File: src/rtl/pipe_ctrl_pkg.sv
// Shared constants and types for the pipeline controller: stall bit
// positions, the four stall patterns, FSM encodings and the exception vector.
package pipe_ctrl_pkg;

    localparam int PC_W  = 32;
    localparam int CNT_W = 6;

    localparam logic [PC_W-1:0] EXC_VEC = 32'h0000_0020;

    // Bit positions inside the stall vector; 1 = hold that register.
    localparam int STALL_PC  = 0;
    localparam int STALL_IF  = 1;
    localparam int STALL_ID  = 2;
    localparam int STALL_EX  = 3;
    localparam int STALL_MEM = 4;
    localparam int STALL_WB  = 5;

    localparam int STALL_W = 6;

    // A request from stage S holds S and every register upstream of it.
    localparam logic [STALL_W-1:0] STALL_PAT_IF  = (6'b000001 << STALL_PC)
                                                 | (6'b000001 << STALL_IF);
    localparam logic [STALL_W-1:0] STALL_PAT_ID  = STALL_PAT_IF
                                                 | (6'b000001 << STALL_ID);
    localparam logic [STALL_W-1:0] STALL_PAT_EX  = STALL_PAT_ID
                                                 | (6'b000001 << STALL_EX);
    localparam logic [STALL_W-1:0] STALL_PAT_MEM = STALL_PAT_EX
                                                 | (6'b000001 << STALL_MEM);

    // WB is the last register and is never held.
    localparam logic [STALL_W-1:0] STALL_MASK = ~(6'b000001 << STALL_WB);

    typedef enum logic [1:0] {
        ST_RUN     = 2'd0,
        ST_FLUSH   = 2'd1,
        ST_RECOVER = 2'd2
    } state_e;

    // Highest requesting stage wins.
    function automatic logic [STALL_W-1:0] stall_pattern(
        input logic req_if,
        input logic req_id,
        input logic req_ex,
        input logic req_mem
    );
        logic [STALL_W-1:0] pat;
        if (req_mem)      pat = STALL_PAT_MEM;
        else if (req_ex)  pat = STALL_PAT_EX;
        else if (req_id)  pat = STALL_PAT_ID;
        else if (req_if)  pat = STALL_PAT_IF;
        else              pat = '0;
        return pat & STALL_MASK;
    endfunction

endpackage

File: src/rtl/pipe_ctrl_if.sv
// Control bundle between the pipeline stages and the pipeline controller.
// Handshake: there is no valid/ready pair here. Stall requests are level
// signals sampled every cycle; exc_valid is a single-cycle qualifier for
// exc_is_eret/epc with no backpressure -- the controller either accepts it
// at the rising edge (state RUN) or silently drops it (FLUSH/RECOVER).
interface pipe_ctrl_if #(parameter int PC_W = pipe_ctrl_pkg::PC_W);

    logic            stallreq_if;
    logic            stallreq_id;
    logic            stallreq_ex;
    logic            stallreq_mem;
    logic            exc_valid;
    logic            exc_is_eret;
    logic [PC_W-1:0] epc;

    logic [5:0]      stall;
    logic            flush;
    logic [PC_W-1:0] new_pc;
    logic            timeout_err;

    // Stage side: raises requests and exceptions, consumes control.
    modport master (
        output stallreq_if, stallreq_id, stallreq_ex, stallreq_mem,
               exc_valid, exc_is_eret, epc,
        input  stall, flush, new_pc, timeout_err
    );

    // Controller side.
    modport slave (
        input  stallreq_if, stallreq_id, stallreq_ex, stallreq_mem,
               exc_valid, exc_is_eret, epc,
        output stall, flush, new_pc, timeout_err
    );

endinterface

File: src/rtl/pipe_ctrl_stall_timer.sv
// Saturating stall-duration counter with a sticky timeout flag. The count
// runs while a stall is active and restarts on any stall-free cycle.
module pipe_ctrl_stall_timer
    import pipe_ctrl_pkg::*;
#(
    parameter int W = CNT_W
) (
    input  logic         clk,
    input  logic         rst,
    input  logic         stall_active,
    input  logic         clear,
    output logic [W-1:0] cnt,
    output logic         timeout_err
);

    localparam logic [W-1:0] CNT_MAX = '1;

    logic [W-1:0] cnt_q, cnt_d;
    logic         timeout_q, timeout_d;

    // Count up while stalled, hold at saturation, restart otherwise.
    always_comb begin
        cnt_d = cnt_q;
        if (clear || !stall_active) begin
            cnt_d = '0;
        end else if (cnt_q != CNT_MAX) begin
            cnt_d = cnt_q + 1'b1;
        end
    end

    // Flag rises on the same edge the count lands on saturation, then sticks.
    always_comb begin
        timeout_d = timeout_q | (cnt_d == CNT_MAX);
    end

    // Counter and flag registers.
    always_ff @(posedge clk or negedge rst) begin
        if (!rst) begin
            cnt_q     <= '0;
            timeout_q <= 1'b0;
        end else begin
            cnt_q     <= cnt_d;
            timeout_q <= timeout_d;
        end
    end

    assign cnt         = cnt_q;
    assign timeout_err = timeout_q;

endmodule

File: src/rtl/pipe_ctrl.sv
// Pipeline controller: merges stage stall requests into the per-register
// stall vector and sequences exception/ERET flushes through RUN -> FLUSH ->
// RECOVER, redirecting fetch to the captured target during FLUSH.
module pipe_ctrl
    import pipe_ctrl_pkg::*;
(
    input  logic             clk,
    input  logic             rst,
    pipe_ctrl_if.slave       bus,
    output state_e           dbg_state,
    output logic [CNT_W-1:0] dbg_stall_cnt
);

    state_e          state_q, state_d;
    logic [PC_W-1:0] new_pc_q, new_pc_d;

    logic               flush;
    logic [STALL_W-1:0] stall;
    logic               timeout_err;

    // State and redirect-target registers.
    always_ff @(posedge clk or negedge rst) begin
        if (!rst) begin
            state_q  <= ST_RUN;
            new_pc_q <= '0;
        end else begin
            state_q  <= state_d;
            new_pc_q <= new_pc_d;
        end
    end

    // Next state: only RUN listens to exc_valid; the other two states are
    // fixed single-cycle steps because anything reported there comes from
    // instructions that are being squashed.
    always_comb begin
        state_d = state_q;
        case (state_q)
            ST_RUN:     if (bus.exc_valid) state_d = ST_FLUSH;
            ST_FLUSH:   state_d = ST_RECOVER;
            ST_RECOVER: state_d = ST_RUN;
            default:    state_d = ST_RUN;
        endcase
    end

    // Capture the redirect target together with the RUN -> FLUSH transition.
    always_comb begin
        new_pc_d = new_pc_q;
        if (state_q == ST_RUN && bus.exc_valid) begin
            new_pc_d = bus.exc_is_eret ? bus.epc : EXC_VEC;
        end
    end

    // Outputs: flush marks the FLUSH cycle; stall is zero during FLUSH and
    // while reset is held, otherwise follows requests in the same cycle.
    always_comb begin
        flush = (state_q == ST_FLUSH);
        stall = '0;
        if (rst && !flush) begin
            stall = stall_pattern(bus.stallreq_if, bus.stallreq_id,
                                  bus.stallreq_ex, bus.stallreq_mem);
        end
    end

    pipe_ctrl_stall_timer #(
        .W (CNT_W)
    ) u_stall_timer (
        .clk          (clk),
        .rst          (rst),
        .stall_active (stall != '0),
        .clear        (flush),
        .cnt          (dbg_stall_cnt),
        .timeout_err  (timeout_err)
    );

    assign bus.stall       = stall;
    assign bus.flush       = flush;
    assign bus.new_pc      = new_pc_q;
    assign bus.timeout_err = timeout_err;
    assign dbg_state       = state_q;

endmodule
File: src/flat_wrapper.sv
// flat-port wrapper written by rule: the top's interface ports become plain ports
module pipe_ctrl_flat import pipe_ctrl_pkg::*;
  (clk, rst, dbg_state, dbg_stall_cnt, bus_stallreq_if, bus_stallreq_id, bus_stallreq_ex, bus_stallreq_mem, bus_exc_valid, bus_exc_is_eret, bus_epc, bus_stall, bus_flush, bus_new_pc, bus_timeout_err);
  pipe_ctrl_if bus_i ();
  input  logic clk;
  input  logic rst;
  output state_e dbg_state;
  output logic [CNT_W-1:0] dbg_stall_cnt;
  input wire logic [$bits(bus_i.stallreq_if)-1:0] bus_stallreq_if;
  input wire logic [$bits(bus_i.stallreq_id)-1:0] bus_stallreq_id;
  input wire logic [$bits(bus_i.stallreq_ex)-1:0] bus_stallreq_ex;
  input wire logic [$bits(bus_i.stallreq_mem)-1:0] bus_stallreq_mem;
  input wire logic [$bits(bus_i.exc_valid)-1:0] bus_exc_valid;
  input wire logic [$bits(bus_i.exc_is_eret)-1:0] bus_exc_is_eret;
  input wire logic [$bits(bus_i.epc)-1:0] bus_epc;
  output wire logic [$bits(bus_i.stall)-1:0] bus_stall;
  output wire logic [$bits(bus_i.flush)-1:0] bus_flush;
  output wire logic [$bits(bus_i.new_pc)-1:0] bus_new_pc;
  output wire logic [$bits(bus_i.timeout_err)-1:0] bus_timeout_err;
  assign bus_i.stallreq_if = bus_stallreq_if;
  assign bus_i.stallreq_id = bus_stallreq_id;
  assign bus_i.stallreq_ex = bus_stallreq_ex;
  assign bus_i.stallreq_mem = bus_stallreq_mem;
  assign bus_i.exc_valid = bus_exc_valid;
  assign bus_i.exc_is_eret = bus_exc_is_eret;
  assign bus_i.epc = bus_epc;
  assign bus_stall = bus_i.stall;
  assign bus_flush = bus_i.flush;
  assign bus_new_pc = bus_i.new_pc;
  assign bus_timeout_err = bus_i.timeout_err;
  pipe_ctrl u_core (.clk(clk), .rst(rst), .bus(bus_i), .dbg_state(dbg_state), .dbg_stall_cnt(dbg_stall_cnt));
endmodule
File: config.mk
export PLATFORM = sky130hd
export DESIGN_NAME = pipe_ctrl_flat
export DESIGN_NICKNAME = d
export VERILOG_FILES = /design/src/rtl/pipe_ctrl_pkg.sv /design/src/rtl/pipe_ctrl_if.sv /design/src/rtl/pipe_ctrl_stall_timer.sv /design/src/rtl/pipe_ctrl.sv /design/src/flat_wrapper.sv
export SDC_FILE = /design/constraint.sdc
export NUM_CORES = 1
export LEC_CHECK = 0
export BUFFER_PORTS_ARGS = -buffer_cell sky130_fd_sc_hd__buf_2
export CELL_PAD_IN_SITES_DETAIL_PLACEMENT = 0
export CELL_PAD_IN_SITES_GLOBAL_PLACEMENT = 2
export CORE_ASPECT_RATIO = 1.4
export CORE_MARGIN = 2
export CORE_UTILIZATION = 22
export DETAILED_ROUTE_END_ITERATION = 10
export PLACE_DENSITY_LB_ADDON = 0.1
export RECOVER_POWER = 25
export SYNTH_ARGS = -nofsm -noshare
export SYNTH_HDL_FRONTEND = slang
export SYNTH_SLANG_ARGS = --single-unit
File: constraint.sdc
create_clock -name clk -period 1.4 [get_ports clk]
set_input_delay 0.14 -clock clk [delete_from_list [all_inputs] [get_ports clk]]
set_output_delay 0.14 -clock clk [all_outputs]
set_load 0.03 [all_outputs]
==> results of run 1 <==
final cells by class:
cell class	count	area [um2]
tap	100	125
timing repair buffer	97	544
multi-input combinational	136	674
clock buffer	8	80.1
fill	852	5320
sequential	41	1030
inverter	6	26.3
timing repair:
action,in CTS,in global routing
resized for setup,4,5
setup buffers,5,0
pin swaps,1,0
setup endpoints to repair,2,5
metrics by stage:
step | hold slack, ps | util | worst slack, ps | cells
after global routing | 74.7 | 0.318 | -59.7 | 388
final | 79.5 | 0.318 | 10.4 | 388
after detailed placement | 328 | 0.301 | 155 | 375
after global placement | 335 | 0.301 | 161 | 375
after CTS | 8.05 | 0.317 | -2.24 | 388
after floorplan | -156 | - | 7.94 | 197
worst max-delay path, stage by stage, from the launching register on:
cell and delay (ps):
dfrtp_2 410, nand2b_4 150, nand2_4 70, a21o_4 100, clkinvlp_4 90, buf_6 140
state kept, by name (all words and copies together), names as in the netlist:
register,count
u_core.dbg_state,2
u_core.u_stall_timer.cnt,6
u_core.u_stall_timer.timeout_err,1
u_core.bus.new_pc,32
per-layer routing:
| metal | vias up | share of wire |
|---|---|---|
| met5 | - | 0 |
| met4 | 0 | 0.011 |
| met3 | 4 | 0.070 |
| met2 | 56 | 0.51 |
| met1 | 736 | 0.41 |
| li1 | 816 | - |
power breakdown:
group	total, mW	internal [mW]	switching (mW)	leakage [nW]
Combinational	1.09	0.339	0.749	0.739
Clock	0.757	0.355	0.402	0.0395
Sequential	1.47	1.37	0.102	0.529
cell usage after synthesis:
master	instances	area share
inv_1	6	0.013
xor2_1	1	0.0049
and4b_1	1	0.0056
conb_1	1	0.0021
and3_2	1	0.0042
mux2i_1	1	0.0056
clkbuf_1	4	0.0085
nor3b_1	1	0.0042
a211oi_1	1	0.0042
nand4_1	1	0.0035
and3_1	2	0.0070
o21ai_0	27	0.076
ha_1	1	0.0070
buf_2	7	0.020
nand2b_4	1	0.0078
o21ai_1	6	0.017
dfrtp_1	41	0.58
nor2_1	11	0.023
nor2b_1	1	0.0035
buf_4	2	0.0085
o41ai_2	1	0.0092
nand2_4	1	0.0063
nor3_1	3	0.0085
a31oi_1	3	0.011
nand2_1	66	0.14
a21o_4	1	0.0085
clkbuf_2	1	0.0028
nand3_1	4	0.011
worst max-delay path by stage:
stage                                           start                          endpoint  slack (ps)  cells after the start
after floorplan                   u_core.dbg_state[0]                      bus_stall[1]           8                      5
after global placement    u_core.u_stall_timer.cnt[0]  u_core.u_stall_timer.timeout_err         160                      5
after detailed placement  u_core.u_stall_timer.cnt[0]  u_core.u_stall_timer.timeout_err         150                      5
after CTS                         u_core.dbg_state[1]                      bus_stall[0]          -2                      5
after global routing              u_core.dbg_state[0]                      bus_stall[0]         -60                      5
final                             u_core.dbg_state[1]                      bus_stall[0]          10                      5
cells by family after synthesis:
logic type	Yosys count	share of synthesized area
AND/OR/NAND/NOR	93	0.225
flip-flops	41	0.578
AO/OA/AOI/OAI	39	0.125
buffers and inverters	20	0.0521
adder cells (fa/ha/maj)	1	0.00705
other	1	0.00211
XOR/XNOR	1	0.00493
multiplexers	1	0.00564
==> out/summary.json, run 1 <==
{
  "initial_drt_pass_iterations": {"value": 4},
  "number_of_maximum_capacitance_constraint_violations": {"value": 0},
  "finalMaxSlewViolations": {"value": 0},
  "power_density": {"value": 1340, "unit": "nW/um2"},
  "area_growth_syn_to_layout": {"value": 39.7, "unit": "%"},
  "finalHoldViolations": {"value": 0},
  "layout.cells.most_common": {"value": "buf_2"},
  "required": {"value": 1260, "unit": "ps"},
  "reg2reg_setup_slack": {"value": 40, "unit": "ps"},
  "core": {"value": 7800, "unit": "um2"},
  "fp-row-count": {"value": 38},
  "depth_of_the_worst_register_to_register_path": {"value": 5},
  "boundaryPins": {"value": 88},
  "end_kind": {"value": "output pin"},
  "met1_usage": {"value": 0.130},
  "post_drt_via_cell_ratio": {"value": 4.15},
  "path_max_fanout": {"value": 3},
  "worst-setup-path-type": {"value": "flip-flop to output pin"},
  "syn-instance-count": {"value": 197},
  "portBuffers": {"value": 86},
  "timing.setup.tns": {"value": 0, "unit": "ps"},
  "antenna_found_initial": {"value": 0},
  "final_critical_path_share_of_the_clock_period": {"value": 0.993},
  "timing.clock.skew": {"value": 5.25, "unit": "ps"},
  "ir_drop": {"value": 0.441, "unit": "mV"},
  "met2_track_usage_gr": {"value": 0.201},
  "worst_r2r_endpoint": {"value": "u_core.u_stall_timer.timeout_err"},
  "tritoncts": {"value": "built"},
  "fin_area": {"value": 2480, "unit": "um2"},
  "synth.yosys.seq_area_share": {"value": 0.578},
  "setup_viol_count_final": {"value": 0},
  "critical_path_arrival": {"value": 1250, "unit": "ps"},
  "totalWireLength": {"value": 4790, "unit": "um"},
  "floorplan.die.width": {"value": 79.9, "unit": "um"},
  "final_layout_size_suffix_gt1_frac": {"value": 0.396},
  "pin_count_of_the_biggest_net_entering_global_routing": {"value": 66},
  "cellLeakagePower": {"value": 1.31, "unit": "nW"},
  "worstHoldStart": {"value": "bus_epc[1]"},
  "yosys.cell_types.count": {"value": 28},
  "remaining_drc_errors": {"value": 0},
  "achievable-frequency": {"value": 720, "unit": "MHz"},
  "worstMarginPinSlew": {"value": 1080, "unit": "ps"},
  "grt.total_usage": {"value": 0.115},
  "worst_hold_path_type": {"value": "input pin to flip-flop"},
  "worstHoldEndpoint": {"value": "u_core.bus.new_pc[1]"},
  "number_of_diodes_added_for_antenna_fixing": {"value": 0},
  "clock_tree.buffer_depth": {"value": 2},
  "avgRoutedWirePerCell": {"value": 12.3, "unit": "um"},
  "holdBufCountCts": {"value": 0},
  "grt_remaining_overflow": {"value": 0},
  "synth_seq_cells": {"value": 41},
  "clock_latency_late_sink": {"value": 290, "unit": "ps"},
  "avgSynthCellArea": {"value": 9.01, "unit": "um2"},
  "total_power": {"value": 3.32, "unit": "mW"},
  "worst_hold_path.num_cells": {"value": 3},
  "gp_congestion": {"value": 0.715},
  "ctsRootBufferMaster": {"value": "clkbuf_8"},
  "outcome": {"value": "complete, no violations"},
  "syn_area": {"value": 1780, "unit": "um2"},
  "final.min_clock_period": {"value": 1390, "unit": "ps"},
  "clkTransAtPathRegs": {"value": 80, "unit": "ps"},
  "first_pass_grt_wire_length": {"value": 7850, "unit": "um"},
  "ant_nets": {"value": 0},
  "layout_common_cells": {"value": "buf_2, nand2_1, dfrtp_1"},
  "cts.sinks": {"value": 41},
  "gr-usage-met3": {"value": 0.0375},
  "synth_nets": {"value": 238},
  "dpl-instance-area": {"value": 2340, "unit": "um2"},
  "detailroute.via_count": {"value": 1612},
  "grt_pass1_vias": {"value": 1645},
  "cts_made_buffers": {"value": 5},
  "dieHeight": {"value": 110, "unit": "um"},
  "floorplan.initialDensity": {"value": 0.228},
  "clock_tree.htree_level_count": {"value": 2},
  "place.detailed.hpwl": {"value": 3370, "unit": "um"},
  "worst_setup_path_start_kind": {"value": "flip-flop"},
  "grt-busiest-layer": {"value": "met2"},
  "drt_iter0_markers": {"value": 19},
  "grt_setup_unrepaired": {"value": "yes"},
  "dieArea": {"value": 8820, "unit": "um2"},
  "timing.rr.start": {"value": "u_core.dbg_state[0]"},
  "design.final.nets": {"value": 328},
  "worst_slew_margin_rel": {"value": 0.278},
  "synth.yosys.warnings": {"value": 0}
}
Note: power is estimated with default switching activity, not from simulation.
==> run 2: changes to the inputs <==
==> constraint.sdc (replaced) <==
create_clock -name clk -period 1.4 [get_ports clk]
set_input_delay 0.28 -clock clk [delete_from_list [all_inputs] [get_ports clk]]
set_output_delay 0.28 -clock clk [all_outputs]
set_load 0.03 [all_outputs]
==> out/summary.json, run 2 (synthesis results as in run 1) <==
{
  "outcome": {"value": "finished, violations left"},
  "failed_checks": {"value": "negative setup slack"},
  "remaining_drc_errors": {"value": 0},
  "final.min_clock_period": {"value": 1530, "unit": "ps"},
  "power_frac_seq": {"value": 0.425},
  "cts_made_buffers": {"value": 5},
  "required": {"value": 1120, "unit": "ps"},
  "cellLeakagePower": {"value": 1.34, "unit": "nW"},
  "number_of_maximum_capacitance_constraint_violations": {"value": 0},
  "dieArea": {"value": 8820, "unit": "um2"},
  "clkTransAtPathRegs": {"value": 90, "unit": "ps"},
  "floorplan.die.width": {"value": 79.9, "unit": "um"},
  "area_growth_syn_to_layout": {"value": 43.9, "unit": "%"},
  "avgRoutedWirePerCell": {"value": 12.5, "unit": "um"},
  "power.clock.fraction": {"value": 0.250},
  "core": {"value": 7800, "unit": "um2"},
  "crit_chain": {"value": "nand2b_4, nand2_4, a21o_4, clkinvlp_4, buf_6"},
  "place.detailed.hpwl": {"value": 3480, "unit": "um"},
  "crit_slowest_cell": {"value": "dfrtp_2"},
  "final_layout_size_suffix_gt1_frac": {"value": 0.428},
  "clock_tree.htree_level_count": {"value": 2},
  "pin_count_of_the_biggest_net_entering_global_routing": {"value": 66},
  "grt_setup_unrepaired": {"value": "yes"},
  "p_int": {"value": 2.18, "unit": "mW"},
  "area.sequential": {"value": 1030, "unit": "um2"},
  "number_of_diodes_added_for_antenna_fixing": {"value": 0},
  "fp-row-count": {"value": 38},
  "worst_hold_path_type": {"value": "input pin to asynchronous set/reset pin"},
  "largest_register_ff_count": {"value": 32},
  "depth_of_the_worst_register_to_register_path": {"value": 5},
  "final_cell_count_no_fill": {"value": 392},
  "ctsRootBufferMaster": {"value": "clkbuf_8"},
  "achievable-frequency": {"value": 651, "unit": "MHz"},
  "comb_power_share": {"value": 0.325},
  "cts.sinks": {"value": 41},
  "cpPeakStageDelay": {"value": 430, "unit": "ps"},
  "power_density": {"value": 1360, "unit": "nW/um2"},
  "worst-setup-path-type": {"value": "flip-flop to output pin"},
  "portBuffers": {"value": 86},
  "post_drt_via_cell_ratio": {"value": 4.18},
  "timing.critical_path.depth": {"value": 5},
  "final_critical_path_share_of_the_clock_period": {"value": 1.10},
  "fin_ws": {"value": -135, "unit": "ps"},
  "placed_cells": {"value": 377},
  "grt_pass1_vias": {"value": 1544},
  "critical_path_arrival": {"value": 1250, "unit": "ps"},
  "layout_common_cells": {"value": "buf_2, nand2_1, dfrtp_1"},
  "dieHeight": {"value": 110, "unit": "um"},
  "end_kind": {"value": "output pin"},
  "drt_iter0_markers": {"value": 47},
  "multi_input_area": {"value": 682, "unit": "um2"},
  "worst_setup_path_start_kind": {"value": "flip-flop"},
  "finalMaxSlewViolations": {"value": 0},
  "gp_congestion": {"value": 0.690},
  "detailroute.via_count": {"value": 1637},
  "power_switching": {"value": 1.28, "unit": "mW"},
  "initial_drt_pass_iterations": {"value": 4},
  "first_pass_grt_wire_length": {"value": 7610, "unit": "um"},
  "design.final.nets": {"value": 332},
  "antenna_found_initial": {"value": 0},
  "switching_share": {"value": 0.370},
  "floorplan.initialDensity": {"value": 0.228},
  "fillerInstances": {"value": 867},
  "clock_tree.buffer_depth": {"value": 2},
  "layout.cells.most_common": {"value": "buf_2"},
  "critical_path.n_buffers_inverters": {"value": 2},
  "grt_remaining_overflow": {"value": 0},
  "boundaryPins": {"value": 88},
  "tritoncts": {"value": "built"},
  "finalHoldViolations": {"value": 0},
  "holdBufCountCts": {"value": 0},
  "timing.setup.tns": {"value": -515, "unit": "ps"},
  "setup_viol_count_final": {"value": 6},
  "timing.clock.skew": {"value": 4.80, "unit": "ps"},
  "ir_drop": {"value": 0.479, "unit": "mV"},
  "ant_nets": {"value": 0},
  "path_max_fanout": {"value": 3},
  "grt.total_usage": {"value": 0.112},
  "critical_path.top_delay_family": {"value": "flip-flops"},
  "reg2reg_setup_slack": {"value": 0, "unit": "ps"},
  "totalWireLength": {"value": 4900, "unit": "um"},
  "clock_latency_late_sink": {"value": 290, "unit": "ps"}
}
## run 2: cell count changes in the layout (fill, tap and decap cells not counted), moves of 2 or more
cell / previous run / this run
clkbuf_8: 5 / 7
buf_2: 82 / 80
clkbuf_1: 3 / 0
buf_6: 3 / 5
buf_4: 10 / 15
## run 2: what timing repair did
action,in CTS,in global routing
setup endpoints to repair,5,6
pin swaps,2,1
resized for setup,11,3
buffers inserted,3,4
endpoints found under the hold margin,0,0
## run 2: through the flow
stage	hold WS [ps]	setup slack (ps)	instance area [um2]	total power [mW]	util
floorplan	-15.6	-88.7	1810	2.19	-
detailed placement	332	-2.99	2360	2.58	0.303
global placement	342	-0.687	2360	2.58	0.303
CTS	8.39	-146	2510	3.51	0.322
global route	15.1	-187	2550	3.68	0.328
finish	8.68	-135	2550	3.46	0.328
## run 2: power by group through the flow
stage / logic (mW) / clock network [mW] / registers [mW]
6_report: 1.13 / 0.867 / 1.47
5_1_grt: 1.23 / 0.949 / 1.50
4_1_cts: 1.12 / 0.908 / 1.48
3_5_place_dp: 1.09 / 0 / 1.50
3_3_place_gp: 1.09 / 0 / 1.49
2_1_floorplan: 0.311 / 0 / 1.88
## run 2: per-layer routing
layer / wire length, um / track usage
met5: 0 / 0
met4: 43 / 0.0436
met3: 349 / 0.0334
met2: 2460 / 0.192
met1: 2050 / 0.130
## run 2: worst paths after layout
kind / startpoint / end
max: u_core.dbg_state[0] / bus_stall[0]
min: rst / u_core.bus.new_pc[25]
max reg2reg: u_core.u_stall_timer.cnt[0] / u_core.u_stall_timer.timeout_err
min reg2reg: u_core.u_stall_timer.timeout_err / u_core.u_stall_timer.timeout_err
max in group asynchronous: rst / u_core.dbg_state[0]
min in group clk: bus_epc[6] / u_core.bus.new_pc[6]
## run 2: final cells by class
type	count	area share
Clock buffer	7	0.0377
Clock inverter	1	0.00196
Inverter	6	0.0103
Multi-Input combinational cell	136	0.267
Sequential cell	41	0.404
Tap cell	100	0.0490
Timing Repair Buffer	101	0.231
==> run 3: changes to the inputs <==
==> constraint.sdc (replaced) <==
create_clock -name clk -period 1.4 [get_ports clk]
set_input_delay 0.42 -clock clk [delete_from_list [all_inputs] [get_ports clk]]
set_output_delay 0.42 -clock clk [all_outputs]
set_load 0.03 [all_outputs]
==> out/summary.json, run 3 (synthesis results as in run 1) <==
{
  "cpPeakStageDelay": {"value": 300, "unit": "ps"},
  "post_drt_via_cell_ratio": {"value": 4.22},
  "clock_latency_late_sink": {"value": 290, "unit": "ps"},
  "crit_slowest_cell": {"value": "nor3_2"},
  "tritoncts": {"value": "built"},
  "total_power": {"value": 3.46, "unit": "mW"},
  "fin_ws": {"value": -267, "unit": "ps"},
  "power_density": {"value": 1290, "unit": "nW/um2"},
  "required": {"value": 980, "unit": "ps"},
  "achievable-frequency": {"value": 600, "unit": "MHz"},
  "floorplan.initialDensity": {"value": 0.228},
  "holdBufCountCts": {"value": 0},
  "finalMaxSlewViolations": {"value": 0},
  "final_layout_size_suffix_gt1_frac": {"value": 0.451},
  "layout.cells.most_common": {"value": "buf_2"},
  "post-place-ws": {"value": -187, "unit": "ps"},
  "grt.total_usage": {"value": 0.114},
  "cts.sinks": {"value": 41},
  "first_pass_grt_wire_length": {"value": 7770, "unit": "um"},
  "failed_checks": {"value": "negative setup slack"},
  "worst_setup_path_start_kind": {"value": "input pin"},
  "fp-row-count": {"value": 38},
  "portBuffers": {"value": 86},
  "core": {"value": 7800, "unit": "um2"},
  "outcome": {"value": "finished, violations left"},
  "grt_setup_unrepaired": {"value": "yes"},
  "layout_common_cells": {"value": "buf_2, nand2_1, dfrtp_1"},
  "reg2reg_setup_slack": {"value": 70, "unit": "ps"},
  "grt_pass1_vias": {"value": 1588},
  "multi_input_area": {"value": 699, "unit": "um2"},
  "floorplan.die.width": {"value": 79.9, "unit": "um"},
  "setup_viol_count_final": {"value": 7},
  "cts_made_buffers": {"value": 5},
  "totalWireLength": {"value": 5500, "unit": "um"},
  "dieArea": {"value": 8820, "unit": "um2"},
  "finalHoldViolations": {"value": 0},
  "design.final.nets": {"value": 337},
  "ctsRootBufferMaster": {"value": "clkbuf_8"},
  "clock_tree.htree_level_count": {"value": 2},
  "remaining_drc_errors": {"value": 0},
  "fillerInstances": {"value": 852},
  "dieHeight": {"value": 110, "unit": "um"},
  "boundaryPins": {"value": 88},
  "depth_of_the_worst_register_to_register_path": {"value": 5},
  "path_max_fanout": {"value": 2},
  "ant_nets": {"value": 0},
  "initial_drt_pass_iterations": {"value": 4},
  "pin_count_of_the_biggest_net_entering_global_routing": {"value": 65},
  "critical_path_arrival": {"value": 1250, "unit": "ps"},
  "worst_hold_path_type": {"value": "input pin to asynchronous set/reset pin"},
  "final.min_clock_period": {"value": 1670, "unit": "ps"},
  "final_critical_path_share_of_the_clock_period": {"value": 1.19},
  "end_kind": {"value": "output pin"},
  "area.sequential": {"value": 1040, "unit": "um2"},
  "drt_iter0_markers": {"value": 90},
  "crit_chain": {"value": "buf_2, nor3_2, a21o_4, clkinvlp_4, buf_6"},
  "detailroute.via_count": {"value": 1677},
  "largest_register_ff_count": {"value": 32},
  "avgRoutedWirePerCell": {"value": 13.9, "unit": "um"},
  "clkTransAtPathRegs": {"value": 80, "unit": "ps"},
  "number_of_diodes_added_for_antenna_fixing": {"value": 0},
  "gp_congestion": {"value": 0.711},
  "number_of_maximum_capacitance_constraint_violations": {"value": 0},
  "cellLeakagePower": {"value": 1.39, "unit": "nW"},
  "ir_drop": {"value": 0.501, "unit": "mV"},
  "antenna_found_initial": {"value": 0},
  "grt_remaining_overflow": {"value": 0},
  "place.detailed.hpwl": {"value": 3520, "unit": "um"},
  "timing.clock.skew": {"value": 7.19, "unit": "ps"},
  "clock_tree.buffer_depth": {"value": 2},
  "area_growth_syn_to_layout": {"value": 51.0, "unit": "%"},
  "worst-setup-path-type": {"value": "input pin to output pin"}
}
==> run 3: cell count changes in the layout (fill, tap and decap cells not counted), moves of 2 or more <==
cell,before,now
buf_2,80,76
buf_4,15,12
buf_6,5,12
clkbuf_16,0,2
clkbuf_4,0,2
clkbuf_8,7,5
dfrtp_1,37,33
dfrtp_2,4,8
nor2_4,0,2
o21ai_0,27,16
o21ai_1,6,17
==> run 3: worst paths after layout <==
kind	start	to
worst min register to register	u_core.u_stall_timer.timeout_err	u_core.u_stall_timer.timeout_err
max in group asynchronous	rst	u_core.bus.new_pc[0]
worst max register to register	u_core.dbg_state[0]	u_core.u_stall_timer.timeout_err
worst max-delay path	bus_stallreq_ex	bus_stall[0]
min in group clk	bus_epc[23]	u_core.bus.new_pc[23]
worst min-delay path	rst	u_core.bus.new_pc[26]
==> run 3: metrics by stage <==
stage	utilization	instance area (um2)	instances	hold slack [ps]	TNS (ps)
CTS	0.324	2530	388	155	-1390
global route	0.344	2680	397	173	-1830
floorplan	-	1810	197	124	-502
finish	0.344	2680	397	152	-1510
detailed placement	0.307	2390	379	446	-415
global placement	0.307	2390	379	453	-411
==> run 3: timing repair <==
item                                    CTS  global route
resized for setup                        19            21
buffers inserted                          1             5
gates cloned                              0             5
pin swaps                                 1             3
endpoints found under the setup margin   12            36
==> run 3: final cells by class <==
type	instances	area share
clock inverters	2	0.00373
multi-input cells	136	0.261
flip-flops and latches	41	0.387
well taps	100	0.0467
inverters	6	0.00980
clock buffers	6	0.0271
repair buffers	106	0.265
==> run 3: where the power goes <==
| group | internal [mW] | switching (mW) | total (mW) | leakage, nW |
|---|---|---|---|---|
| sequential | 1.37 | 0.110 | 1.48 | 0.521 |
| clock | 0.346 | 0.405 | 0.751 | 0.0450 |
| combinational | 0.430 | 0.801 | 1.23 | 0.821 |
| total | 2.15 | 1.32 | 3.46 | 1.39 |
==> run 3: worst max-delay path, delay by kind of cell <==
kind,cells,cell delay (ps)
AO/OA/AOI/OAI,1,190
AND/OR/NAND/NOR,1,300
buffers and inverters,3,340
==> run 3: routing by layer <==
metal / global-route usage / vias up / routed length [um]
met5: 0 / - / 0
met1: 0.134 / 776 / 2260
li1: - / 837 / -
met2: 0.198 / 59 / 2840
met4: 0.0436 / 0 / 71
met3: 0.0309 / 5 / 332
